$ cat src/rtl/touch_feedback_driver_if.sv
// Requester-side bundle for touch_feedback_driver: trigger/count in, status and buzzer drive out.
// The abort input exists only when TOUCH_FEEDBACK_ABORT_EN is defined.
interface touch_feedback_driver_if;
   logic       trigger;
   logic [3:0] beep_count;
   logic       busy;
   logic       done;
   logic       buzzer;
`ifdef TOUCH_FEEDBACK_ABORT_EN
   logic       abort;

   modport master (output trigger, beep_count, abort, input busy, done, buzzer);
   modport slave  (input trigger, beep_count, abort, output busy, done, buzzer);
`else
   modport master (output trigger, beep_count, input busy, done, buzzer);
   modport slave  (input trigger, beep_count, output busy, done, buzzer);
`endif
endinterface

$ cat src/rtl/touch_feedback_driver.sv
// Plays N square-wave beeps separated by silent gaps on a piezo buzzer, reporting busy/done.
// Optional feature macro: TOUCH_FEEDBACK_ABORT_EN adds an abort input that cancels a running sequence.
module touch_feedback_driver #(
   parameter int TONE_DIV   = 25000,
   parameter int ON_CYCLES  = 10000000,
   parameter int OFF_CYCLES = 10000000,
   parameter int CNT_W      = 24
) (
   input  logic                     clk,
   input  logic                     rst,
   touch_feedback_driver_if.slave   fb_if
);
   typedef enum logic [1:0] {IDLE, TONE, GAP} state_t;

   localparam logic [CNT_W-1:0] DIV_LAST = CNT_W'(TONE_DIV - 1);
   localparam logic [CNT_W-1:0] ON_LAST  = CNT_W'(ON_CYCLES - 1);
   localparam logic [CNT_W-1:0] OFF_LAST = CNT_W'(OFF_CYCLES - 1);

   state_t           state_q, state_d;
   logic [3:0]       rem_q, rem_d;
   logic [CNT_W-1:0] dur_q, dur_d;
   logic [CNT_W-1:0] div_q, div_d;
   logic             buz_q, buz_d;
   logic             busy_q, busy_d;
   logic             done_q, done_d;
   logic             abort_req;

`ifdef TOUCH_FEEDBACK_ABORT_EN
   assign abort_req = fb_if.abort;
`else
   assign abort_req = 1'b0;
`endif

   always_comb begin
      state_d = state_q;
      rem_d   = rem_q;
      dur_d   = dur_q;
      div_d   = div_q;
      buz_d   = buz_q;
      done_d  = 1'b0;
      unique case (state_q)
         IDLE: begin
            buz_d = 1'b0;
            // abort held in IDLE also swallows a simultaneous trigger
            if (fb_if.trigger && fb_if.beep_count != 4'd0 && !abort_req) begin
               state_d = TONE;
               rem_d   = fb_if.beep_count;
               dur_d   = '0;
               div_d   = '0;
               buz_d   = 1'b1;
            end
         end
         TONE: begin
            if (dur_q == ON_LAST) begin
               dur_d = '0;
               buz_d = 1'b0;
               if (rem_q > 4'd1) begin
                  rem_d   = rem_q - 4'd1;
                  state_d = GAP;
               end else begin
                  state_d = IDLE;
                  done_d  = 1'b1;
               end
            end else begin
               dur_d = dur_q + 1'b1;
               if (div_q == DIV_LAST) begin
                  div_d = '0;
                  buz_d = ~buz_q;
               end else begin
                  div_d = div_q + 1'b1;
               end
            end
         end
         GAP: begin
            buz_d = 1'b0;
            if (dur_q == OFF_LAST) begin
               state_d = TONE;
               dur_d   = '0;
               div_d   = '0;
               buz_d   = 1'b1;
            end else begin
               dur_d = dur_q + 1'b1;
            end
         end
         default: state_d = IDLE;
      endcase
      if (abort_req && state_q != IDLE) begin
         state_d = IDLE;
         rem_d   = '0;
         dur_d   = '0;
         div_d   = '0;
         buz_d   = 1'b0;
         done_d  = 1'b0;
      end
      busy_d = (state_d != IDLE);
   end

   always_ff @(posedge clk) begin
      if (rst) begin
         state_q <= IDLE;
         rem_q   <= '0;
         dur_q   <= '0;
         div_q   <= '0;
         buz_q   <= 1'b0;
         busy_q  <= 1'b0;
         done_q  <= 1'b0;
      end else begin
         state_q <= state_d;
         rem_q   <= rem_d;
         dur_q   <= dur_d;
         div_q   <= div_d;
         buz_q   <= buz_d;
         busy_q  <= busy_d;
         done_q  <= done_d;
      end
   end

   assign fb_if.busy   = busy_q;
   assign fb_if.done   = done_q;
   assign fb_if.buzzer = buz_q;
endmodule

$ cat src/flat_wrapper.sv
// flat-port wrapper written by rule: the top's interface ports become plain ports
module touch_feedback_driver_flat 
#(
   parameter int TONE_DIV   = 25000,
   parameter int ON_CYCLES  = 10000000,
   parameter int OFF_CYCLES = 10000000,
   parameter int CNT_W      = 24
)
  (clk, rst, fb_if_trigger, fb_if_beep_count, fb_if_busy, fb_if_done, fb_if_buzzer);
  touch_feedback_driver_if fb_if_i ();
  input  logic clk;
  input  logic rst;
  input wire logic [$bits(fb_if_i.trigger)-1:0] fb_if_trigger;
  input wire logic [$bits(fb_if_i.beep_count)-1:0] fb_if_beep_count;
  output wire logic [$bits(fb_if_i.busy)-1:0] fb_if_busy;
  output wire logic [$bits(fb_if_i.done)-1:0] fb_if_done;
  output wire logic [$bits(fb_if_i.buzzer)-1:0] fb_if_buzzer;
  assign fb_if_i.trigger = fb_if_trigger;
  assign fb_if_i.beep_count = fb_if_beep_count;
  assign fb_if_busy = fb_if_i.busy;
  assign fb_if_done = fb_if_i.done;
  assign fb_if_buzzer = fb_if_i.buzzer;
  touch_feedback_driver #(.TONE_DIV(TONE_DIV), .ON_CYCLES(ON_CYCLES), .OFF_CYCLES(OFF_CYCLES), .CNT_W(CNT_W)) u_core (.clk(clk), .rst(rst), .fb_if(fb_if_i));
endmodule
$ cat config.mk
export PLATFORM = sky130hd
export DESIGN_NAME = touch_feedback_driver_flat
export DESIGN_NICKNAME = d
export VERILOG_FILES = /design/src/rtl/touch_feedback_driver_if.sv /design/src/rtl/touch_feedback_driver.sv /design/src/flat_wrapper.sv
export SDC_FILE = /design/constraint.sdc
export NUM_CORES = 1
export LEC_CHECK = 0
export ABC_AREA = 1
export CAP_MARGIN = 25
export CORE_ASPECT_RATIO = 1.4
export CORE_MARGIN = 10
export CORE_UTILIZATION = 35
export DETAILED_ROUTE_END_ITERATION = 12
export SKIP_LAST_GASP = 1
export SYNTH_ARGS = -nofsm -noshare
export SYNTH_HDL_FRONTEND = slang
export SYNTH_SLANG_ARGS = --single-unit
$ cat constraint.sdc
create_clock -name clk -period 2.35 [get_ports clk]
set_input_delay 0.47 -clock clk [delete_from_list [all_inputs] [get_ports clk]]
set_output_delay 0.47 -clock clk [all_outputs]
set_load 0.01 [all_outputs]
==> results.md, run 1 <==
* Final worst clock skew at 3.667 ps
* Slowest cell on the critical path: dfxtp_1
* Slew HR at 68.81%
* CTS Sinks at 57
* Setup TNS at 0 ps
* Yosys Warn Count at 0
* Worst Hold Launch: u_core.dur_q[22]$_SDFFE_PP0P_
* PnR worst setup slack at 355.7 ps
* Die ar. at 15970 µm²
* Worst Hold Class: register to register
* Synthesized area at 3943 µm²
* Yosys cell types at 37
* Max_cap viols at 0
* Commonest non-fill, non-tap cell in the layout: nand2_1
* CTS tree: done
* GP Congestion at 0.8502
* Outcome: finished, final reports clean
* Largest net degree at the start of global routing at 30
* Post-route insts no fill at 812
* Worst Max-Slew Pin Slew at 464.3 ps
* Syn avg cell area at 6.103 µm²
* Worst Setup Start Kind: register
* Post-DP HPWL at 7390 µm
* Fraction of layout cells with a size suffix above 1 at 13.86%
* Pre-CTS setup slack at 211.5 ps
* Crit path DAT at 2200 ps
* Power per Cell Area at 592.3 nW/µm²
* Die W at 109.7 µm
* Drc violations at 0
* Most frequent cells in the layout: nand2_1 (187), nor2_1 (115), dfxtp_1 (57)
* DR iter-0 viols at 261
* Async S/R FF share, synth at 0%
* Nets at 681
* Peak supply drop at 0.3337 mV
* Initial antenna violation count at 0
* Number of synthesized register bits at 57
* Fmax at 0.5014 GHz
* CP max FO at 16
* Slowest stage delay, CP at 370 ps
* RSZ-0062 raised after global routing: no
* Antenna-violating nets left at 0
* H-tree level count at 3
* Fin area at 4566 µm²
* Number of synthesized flops with an enable pin at 0
* # fillers at 1170
* Main synth FF type: dfxtp_1
* Rows at 45
* Area after DPL at 4257 µm²
* DP Cell Count at 796
* Post-CTS Resized at 0
* Vias in the first global route at 3793
* Vias per cell at 4.922
* Final hold viol count at 0
* Worst skew pair latency at 330 ps
* First-pass iteration count of the detailed router at 5
* Via count at 3997
* Ant diodes at 0
* Global-route wire length before repair at 17460 µm
* Final wirelength at 10130 µm
* Total track usage at 13.28%
* Routed len/inst at 12.48 µm
* Initial Utilization at 36.09%
* RR Startpoint: u_core.dur_q[0]$_SDFFE_PP0P_
* Die Y at 145.6 µm
* Clock transition at path regs at 50 ps
* Required @ worst endpoint at 2550 ps
* TritonCTS buffer count at 9
* CORE AREA at 10920 µm²
* P_leak at 1.597 nW
* IO Count at 10
* Post-Syn Instances at 646
* GRT overflow at 0
* Final setup violating endpoints at 0
* Power Total at 2.704 mW
* Fin. max-slew vios at 0
* Clk root buf: clkbuf_16
* Cts hold-fix bufs at 0
* Critical path type: register to register
* CP Cell Sequence: ha_1, nand3_1, nor2_1, nand3_4, a21oi_1, nand2_2, buf_12, nand2_1, a21oi_2
* PortBufs at 9
* Mapped Nets at 661
* Area grow syn2layout at 15.80%
* Critical path endpoint category: register
* Bufs on Longest Clock Path at 2
* Post-route clock period utilization at 84.87%
* Sequential area share after synthesis at 28.94%
* Period minus WS final at 1994 ps
* Setup repair bufs after CTS at 0
* Setup crit start: u_core.dur_q[0]$_SDFFE_PP0P_
-- routing by layer --
metal | routed length [µm] | vias to the layer above | GRT usage [%]
li1 | - | 2097 | -
met5 | 0 | - | 0
met4 | 285 | 0 | 7.245
met1 | 4373 | 1805 | 14.96
met2 | 5179 | 74 | 22.82
met3 | 291 | 21 | 2.081
-- worst max-delay path, delay by kind of cell, from the launching register on --
kind / cells / cell delay [ps]
fa+ha+maj: 1 / 210
buf+inv: 1 / 190
simple gates: 5 / 820
flops: 1 / 370
compound gates: 2 / 260
-- final cells by class --
| cell class | instances | area (µm²) | share of cell area (%) |
|---|---|---|---|
| inverter | 64 | 240.2 | 5.262 |
| sequential | 57 | 1141 | 24.99 |
| timing repair buffer | 24 | 227.7 | 4.988 |
| clock buffer | 14 | 274.0 | 6.002 |
| clock inverter | 2 | 35.03 | 0.7673 |
| multi-input combinational | 510 | 2471 | 54.12 |
| tap | 141 | 176.4 | 3.864 |
-- registers in the layout, indices dropped and copies added (netlist names) --
register,cells
u_core.state_q,2
u_core.div_q,24
u_core.rem_q,4
u_core.dur_q,24
u_core.fb_if.busy,1
u_core.fb_if.buzzer,1
u_core.fb_if.done,1
-- cells in the mapped netlist (all sizes together) (7+ instances only) --
library cell  number  share of area [%]
a21oi             46                7.6
buf                7                1.5
clkbuf             8               0.76
dfxtp             57                 29
ha                 8                2.5
inv               64                6.1
nand2            212                 22
nand3             53                7.2
nand4              8                1.3
nor2             121                 13
nor3              17                2.2
o21ai             18                2.4
-- logic make-up (layout without fill, tap and decap cells) --
logic type / after synthesis / count (layout) / share of synthesized area, %
AND/OR/NAND/NOR: 425 / 425 / 47.54
AO/OA/AOI/OAI: 68 / 68 / 10.60
buffers and inverters: 79 / 104 / 8.378
adder cells (fa/ha/maj): 8 / 8 / 2.539
flip-flops: 57 / 57 / 28.94
XOR/XNOR: 9 / 9 / 1.999
-- report_power, final --
| part | leakage [nW] | switching, mW | internal (mW) |
|---|---|---|---|
| logic | 0.983 | 0.211 | 0.117 |
| clock network | 0.153 | 0.455 | 0.905 |
| registers | 0.461 | 0.0234 | 0.992 |
-- final timing paths --
check | endpoint | slack (ps) | depth (start not counted)
worst max-delay path | u_core.div_q[4]$_SDFFE_PP0P_ | 360 | 9
worst min-delay path | u_core.dur_q[22]$_SDFFE_PP0P_ | 480 | 2
worst min register to register | u_core.dur_q[22]$_SDFFE_PP0P_ | 480 | 2
worst max register to register | u_core.div_q[4]$_SDFFE_PP0P_ | 360 | 9
-- through the flow --
stage | util (%) | hold slack [ps]
floorplan | - | 458.8
global placement | 38.97 | 469.5
detailed placement | 38.97 | 475.4
CTS | 41.80 | 481.9
global route | 41.80 | 511.1
finish | 41.80 | 482.3
Power figures use the tool's default switching activity.
==> inputs of run 2 (changes only) <==
==> constraint.sdc (replaced) <==
create_clock -name clk -period 1.62 [get_ports clk]
set_input_delay 0.324 -clock clk [delete_from_list [all_inputs] [get_ports clk]]
set_output_delay 0.324 -clock clk [all_outputs]
set_load 0.01 [all_outputs]
==> run 2 against run 1 <==
- total power up 53%
- routed wire length up 21%
- worst setup slack worse by 430 ps
- global-route usage up 1.8 points
- flip-flop and latch count unchanged
- core utilization up 11 points
- fmax up 18%
- the flow now finishes with violations (negative setup slack)
- worst hold slack better by 25 ps
==> results.md, run 2 (synthesized netlist as in run 1, its figures left out) <==
* Outcome: finished with violations
* Failing checks: negative setup slack
* Drc violations at 0 (unchanged)
* RR Startpoint: u_core.dur_q[0]$_SDFFE_PP0P_
* Ant diodes at 0 (unchanged)
* Final setup violating endpoints at 31 (+31)
* Final wirelength at 12260 µm (+21%)
* Final core utilization at 53.28% (+11 points)
* Via count at 4486 (+12%)
* CORE AREA at 10920 µm² (unchanged)
* Power per Cell Area at 712.1 nW/µm² (+20%)
* Initial Utilization at 36.09% (unchanged)
* Most frequent cells in the layout: nand2_1 (159), nor2_1 (98), buf_4 (92)
* Worst Hold Class: register to register
* Initial antenna violation count at 0 (unchanged)
* Die W at 109.7 µm (unchanged)
* Clock transition at path regs at 50 ps (about the same)
* Pre-CTS setup slack at -325.1 ps (-536.6 ps)
* Final hold viol count at 0 (unchanged)
* Vias in the first global route at 4389 (+16%)
* CP max FO at 8 (-8)
* Worst Max-Slew Pin Slew at 418.1 ps (-46.26 ps)
* Worst reg-to-reg path cell count at 10 (+1)
* IO Count at 10 (unchanged)
* Period minus WS final at 1695 ps (-299.8 ps)
* Required @ worst endpoint at 1890 ps (-660 ps)
* Post-DP HPWL at 8613 µm (+17%)
* Hold Slack at 507.8 ps (+25.49 ps)
* CP endpoint: u_core.div_q[19]$_SDFFE_PP0P_
* Global-route wire length before repair at 19640 µm (+12%)
* Bufs on Longest Clock Path at 2 (unchanged)
* Post-route insts no fill at 904 (+11%)
* Critical path endpoint category: register
* # fillers at 1059 (-9.5%)
* Peak supply drop at 0.4995 mV (+50%)
* Antenna-violating nets left at 0 (unchanged)
* GP Congestion at 0.9053 (+6.5%)
* PnR worst setup slack at -74.52 ps (-430.2 ps)
* Vias per cell at 4.962 (+0.81%)
* Nets at 774 (+14%)
* Total track usage at 15.04% (+1.8 points)
* Max_cap viols at 0 (unchanged)
* Die Y at 145.6 µm (unchanged)
* Cts hold-fix bufs at 0 (unchanged)
* Worst skew pair latency at 340 ps (about the same)
* Routed len/inst at 13.56 µm (+8.7%)
* Worst Setup Start Kind: register
* Final worst clock skew at 6.964 ps (+3.297 ps)
* Die ar. at 15970 µm² (unchanged)
* Fmax at 0.5901 GHz (+18%)
* First-pass iteration count of the detailed router at 4 (-1)
* Setup crit start: u_core.dur_q[0]$_SDFFE_PP0P_
* CTS tree: done
* Setup slack, reg-to-reg at -70 ps (-430 ps)
* RSZ-0062 raised after global routing: yes
* Largest regs: u_core.div_q x24, u_core.dur_q x24, u_core.rem_q x4
* RR Endpoint: u_core.div_q[19]$_SDFFE_PP0P_
* GRT overflow at 0 (unchanged)
* CTS Sinks at 57 (unchanged)
* H-tree level count at 3 (unchanged)
* Rows at 45 (unchanged)
* P_leak at 2.274 nW (+42%)
* Fraction of layout cells with a size suffix above 1 at 36.17% (+22 points)
* DR iter-0 viols at 214 (-18%)
* PortBufs at 9 (unchanged)
* Area grow syn2layout at 47.60%
* TritonCTS buffer count at 9 (unchanged)
* Post-route clock period utilization at 104.6% (+20 points)
* Crit path DAT at 1960 ps (-240 ps)
* Clk root buf: clkbuf_16
* Largest net degree at the start of global routing at 28 (-6.7%)
* Critical path type: register to register
* Fin. max-slew vios at 0 (unchanged)
* Slew HR at 71.90% (+3.1 points)
* DP Cell Count at 867 (+8.9%)
* Commonest non-fill, non-tap cell in the layout: nand2_1
[run 2: through the flow]
step	total power [mW]	area [µm²]	setup TNS (ps)
detailed placement	2.103	4882	-13790
global route	4.300	5819	-5345
CTS	4.114	5479	-52.84
floorplan	1.839	3969	0
finish	4.144	5819	-1046
global placement	2.094	4882	-12390
[run 2: critical path, cell delays in order, from the launching register on]
cell and delay, ps:
dfxtp_2 350, ha_4 150, nand3_4 110, nor2_4 130, nand3_4 130, nand2_4 110, nand2_4 70, nor2_8 180
clkbuf_16 210, nand2_2 60, a21oi_2 110
[run 2: where the power goes]
| group | internal [mW] | total (mW) | switching (mW) |
|---|---|---|---|
| combinational | 0.337 | 0.749 | 0.413 |
| clock | 1.26 | 1.92 | 0.665 |
| sequential | 1.44 | 1.47 | 0.0295 |
[run 2: worst min path at each step]
stage / startpoint / end / slack (ps) / cells past startpoint
CTS: u_core.dur_q[22]$_SDFFE_PP0P_ / u_core.dur_q[22]$_SDFFE_PP0P_ / 500 / 2
detailed placement: u_core.dur_q[22]$_SDFFE_PP0P_ / u_core.dur_q[22]$_SDFFE_PP0P_ / 490 / 2
global route: u_core.rem_q[2]$_SDFFE_PP0P_ / u_core.rem_q[2]$_SDFFE_PP0P_ / 530 / 2
finish: u_core.rem_q[2]$_SDFFE_PP0P_ / u_core.rem_q[2]$_SDFFE_PP0P_ / 510 / 2
global placement: u_core.dur_q[22]$_SDFFE_PP0P_ / u_core.dur_q[22]$_SDFFE_PP0P_ / 470 / 2
floorplan: u_core.dur_q[22]$_SDFFE_PP0P_ / u_core.dur_q[22]$_SDFFE_PP0P_ / 460 / 2
[run 2: area by class of cell]
| cell class | count | area (µm²) | share of cell area [%] |
|---|---|---|---|
| flip-flops and latches | 57 | 1152 | 19.80 |
| multi-input cells | 510 | 2882 | 49.52 |
| repair buffers | 117 | 1067 | 18.34 |
| well taps | 141 | 176.4 | 3.032 |
| clock buffers | 12 | 256.5 | 4.408 |
| inverters | 64 | 245.2 | 4.214 |
| clock inverters | 3 | 40.04 | 0.6880 |
[run 2: layer usage]
layer / share of wire (%) / GRT usage [%]
met5: 0 / 0
met3: 2.6 / 2.479
met4: 4.3 / 8.812
met2: 53 / 26.76
met1: 40 / 15.84
[run 2: what timing repair did]
action	CTS	global route
pin swaps	11	33
setup endpoints to repair	44	56
resized for setup	51	79
gates cloned	1	2
buffers inserted	12	10
==> inputs of run 3 (changes only) <==
--- a/config.mk
+++ b/config.mk
@@ -11,6 +11,7 @@
 export CORE_MARGIN = 10
 export CORE_UTILIZATION = 35
 export DETAILED_ROUTE_END_ITERATION = 12
+export GPL_ROUTABILITY_DRIVEN = 0
 export SKIP_LAST_GASP = 1
 export SYNTH_ARGS = -nofsm -noshare
 export SYNTH_HDL_FRONTEND = slang
==> run 3 against run 2 <==
- the flow still finishes with violations (negative setup slack)
- via count fell by 2.7%
- first-iteration DRC count fell by 34%
- global-route usage fell by 0.97 points
- worst hold slack got worse by 10 ps
- non-clock buffer count fell by 13
- core utilization fell by 1.9 points
- combinational power fell by 4.5%
- worst setup slack improved by 37 ps
- critical path depth did not move
- sequential share of layout area rose by 0.81 points
- flip-flop and latch count did not move
- clock skew fell by 0.78 ps
- critical endpoint is now u_core.div_q[4]$_SDFFE_PP0P_
==> results.md, run 3 (synthesized netlist as in run 1, its figures left out) <==
* Outcome: finished with violations
* Failing checks: negative setup slack
* Cts hold-fix bufs at 0 (unchanged)
* CP max FO at 12 (+4)
* Die ar. at 15970 µm² (unchanged)
* Required @ worst endpoint at 1880 ps (about the same)
* Antenna-violating nets left at 0 (unchanged)
* Fin. max-slew vios at 0 (unchanged)
* Worst Setup Start Kind: input pin
* IO Count at 10 (unchanged)
* Slowest stage delay, CP at 480 ps (+130 ps)
* RSZ-0062 raised after global routing: yes
* RR Endpoint: u_core.div_q[22]$_SDFFE_PP0P_
* Largest regs: u_core.div_q x24, u_core.dur_q x24, u_core.rem_q x4
* Clock transition at path regs at 50 ps (about the same)
* Worst reg-to-reg path cell count at 12 (+2)
* GRT met3 Usage at 2.568% (+0.089 points)
* Total track usage at 14.08% (-0.97 points)
* Power per Cell Area at 694.6 nW/µm² (-2.5%)
* Period minus WS final at 1658 ps (-36.74 ps)
* H-tree level count at 3 (unchanged)
* First-pass iteration count of the detailed router at 6 (+2)
* Rows at 45 (unchanged)
* Met1 track demand over resource at 15.06% (-0.78 points)
* Crit path buf inv count at 3 (+2)
* Initial antenna violation count at 0 (unchanged)
* Largest net degree at the start of global routing at 28 (unchanged)
* CP Cell Sequence: clkdlybuf4s50_1, inv_1, nand3_1, nand2_1, nand2_1, nand2_4, nor2_8, buf_12, nand2_2, a21oi_2
* CTS tree: done
* Final setup violating endpoints at 19 (-39%)
* Final wirelength at 11650 µm (-5.0%)
* Setup crit start: fb_if_beep_count[3]
* Most frequent cells in the layout: nand2_1 (163), nor2_1 (98), buf_4 (83)
* Commonest non-fill, non-tap cell in the layout: nand2_1
* Max_cap viols at 0 (unchanged)
* GRT overflow at 0 (unchanged)
* Ant diodes at 0 (unchanged)
* Area after DPL at 4840 µm² (-0.87%)
* Slew HR at 78.82% (+6.9 points)
* DR iter-0 viols at 142 (-34%)
* Area grow syn2layout at 42.40%
* Fmax at 0.6032 GHz (+2.2%)
* Via count at 4366 (-2.7%)
* Bufs on Longest Clock Path at 2 (unchanged)
* Post-route clock period utilization at 102.3% (-2.3 points)
* Final core utilization at 51.40% (-1.9 points)
* Final hold viol count at 0 (unchanged)
* Grt peak-use layer: met2
* Setup slack, reg-to-reg at -40 ps (+40 ps)
* PortBufs at 9 (unchanged)
* Cell count along the critical path at 10 (unchanged)
* Die Y at 145.6 µm (unchanged)
* Slowest cell on the critical path: clkdlybuf4s50_1
* Hold Slack at 497.7 ps (-10.12 ps)
* Vias in the first global route at 4098 (-6.6%)
* Vias per cell at 4.900 (-1.3%)
* Drc violations at 0 (unchanged)
* Critical path type: input pin to register
* Most frequent CP cell: nand2_1
* Global-route wire length before repair at 18410 µm (-6.3%)
* Post-DP HPWL at 8343 µm (-3.1%)
* Nets at 761 (-1.7%)
* Initial Utilization at 36.09% (unchanged)
* Clk root buf: clkbuf_16
* Crit path DAT at 1920 ps (-40 ps)
* Worst skew pair latency at 330 ps (about the same)
* Fraction of layout cells with a size suffix above 1 at 34.80% (-1.4 points)
* # fillers at 1093 (+3.2%)
* Worst Max-Slew Pin Slew at 315.3 ps (-102.8 ps)
* CTS Sinks at 57 (unchanged)
* Critical path endpoint category: register
* Peak supply drop at 0.4526 mV (-9.4%)
* PnR worst setup slack at -37.78 ps (+36.74 ps)
* Final worst clock skew at 6.184 ps (-0.7797 ps)
* CORE AREA at 10920 µm² (unchanged)
* Worst Hold Path Cells at 2 (unchanged)
* P_leak at 2.156 nW (-5.2%)
* Die W at 109.7 µm (unchanged)
* CP endpoint: u_core.div_q[4]$_SDFFE_PP0P_
* M2 GR Usage at 25.74% (-1.0 points)
* Worst Hold Class: register to register
* Fin area at 5614 µm² (-3.5%)
* Routed len/inst at 13.07 µm (-3.6%)
* Multi-input gate area at 2838 µm² (-1.5%)
* RR Startpoint: u_core.dur_q[0]$_SDFFE_PP0P_
* TritonCTS buffer count at 9 (unchanged)
* CP delay by family, top: simple AND/OR/NAND/NOR gates
* Storage cell area at 1157 µm² (+0.43%)
==> run 3: changes by cell type in the layout (fill, tap and decap cells not counted), sizes merged <==
cell / before / now
clkbuf: 14 / 13
buf: 106 / 93
clkinv: 2 / 4
bufinv: 1 / 0
==> run 3: power by group <==
group	switching (mW)	total, mW	leakage (nW)	internal [mW]
Combinational	0.392	0.715	1.55	0.323
Clock	0.660	1.71	0.135	1.05
Sequential	0.0288	1.47	0.467	1.44
Total	1.08	3.90	2.16	2.82
==> run 3: worst min-delay path, delay by kind of cell (launching register included) <==
family | cells | cell delay [ps]
simple gates | 1 | 80
flops | 1 | 320
compound gates | 1 | 50
==> run 3: layout make-up <==
type	instances	share of cell area, %
inverters	64	4.324
clock buffers	11	4.324
well taps	141	3.142
flip-flops and latches	57	20.62
clock inverters	4	0.3566
multi-input cells	510	50.55
repair buffers	104	16.69
==> run 3: per-layer routing <==
| metal | up-vias | routed length (µm) | share of wire, % |
|---|---|---|---|
| met4 | 0 | 288 | 2.5 |
| met5 | - | 0 | 0 |
| met1 | 2010 | 4737 | 41 |
| li1 | 2255 | - | - |
| met3 | 21 | 364 | 3.1 |
| met2 | 80 | 6255 | 54 |
==> run 3: worst min path at each step <==
stage | endpoint | start | slack [ps]
global placement | u_core.dur_q[22]$_SDFFE_PP0P_ | u_core.dur_q[22]$_SDFFE_PP0P_ | 480
detailed placement | u_core.dur_q[22]$_SDFFE_PP0P_ | u_core.dur_q[22]$_SDFFE_PP0P_ | 490
CTS | u_core.dur_q[22]$_SDFFE_PP0P_ | u_core.dur_q[22]$_SDFFE_PP0P_ | 490
floorplan | u_core.dur_q[22]$_SDFFE_PP0P_ | u_core.dur_q[22]$_SDFFE_PP0P_ | 460
global route | u_core.div_q[23]$_SDFFE_PP0P_ | u_core.div_q[23]$_SDFFE_PP0P_ | 530
finish | u_core.dur_q[22]$_SDFFE_PP0P_ | u_core.dur_q[22]$_SDFFE_PP0P_ | 500
==> run 3: through the flow <==
stage | power, mW | setup WS (ps) | setup TNS, ps | std cells
CTS | 3.860 | -38.23 | -531.2 | 883
finish | 3.900 | -37.78 | -431.6 | 891
global placement | 2.090 | -281.0 | -12290 | 863
detailed placement | 2.101 | -312.6 | -13730 | 863
floorplan | 1.839 | 1.731 | 0 | 646
global route | 4.065 | -154.3 | -3671 | 891
==> run 3: repair_timing <==
action	in CTS	in global routing
gates resized for setup	24	95
setup endpoints to repair	50	54
buffers inserted	5	7
gates cloned	0	2
pin swaps	7	21
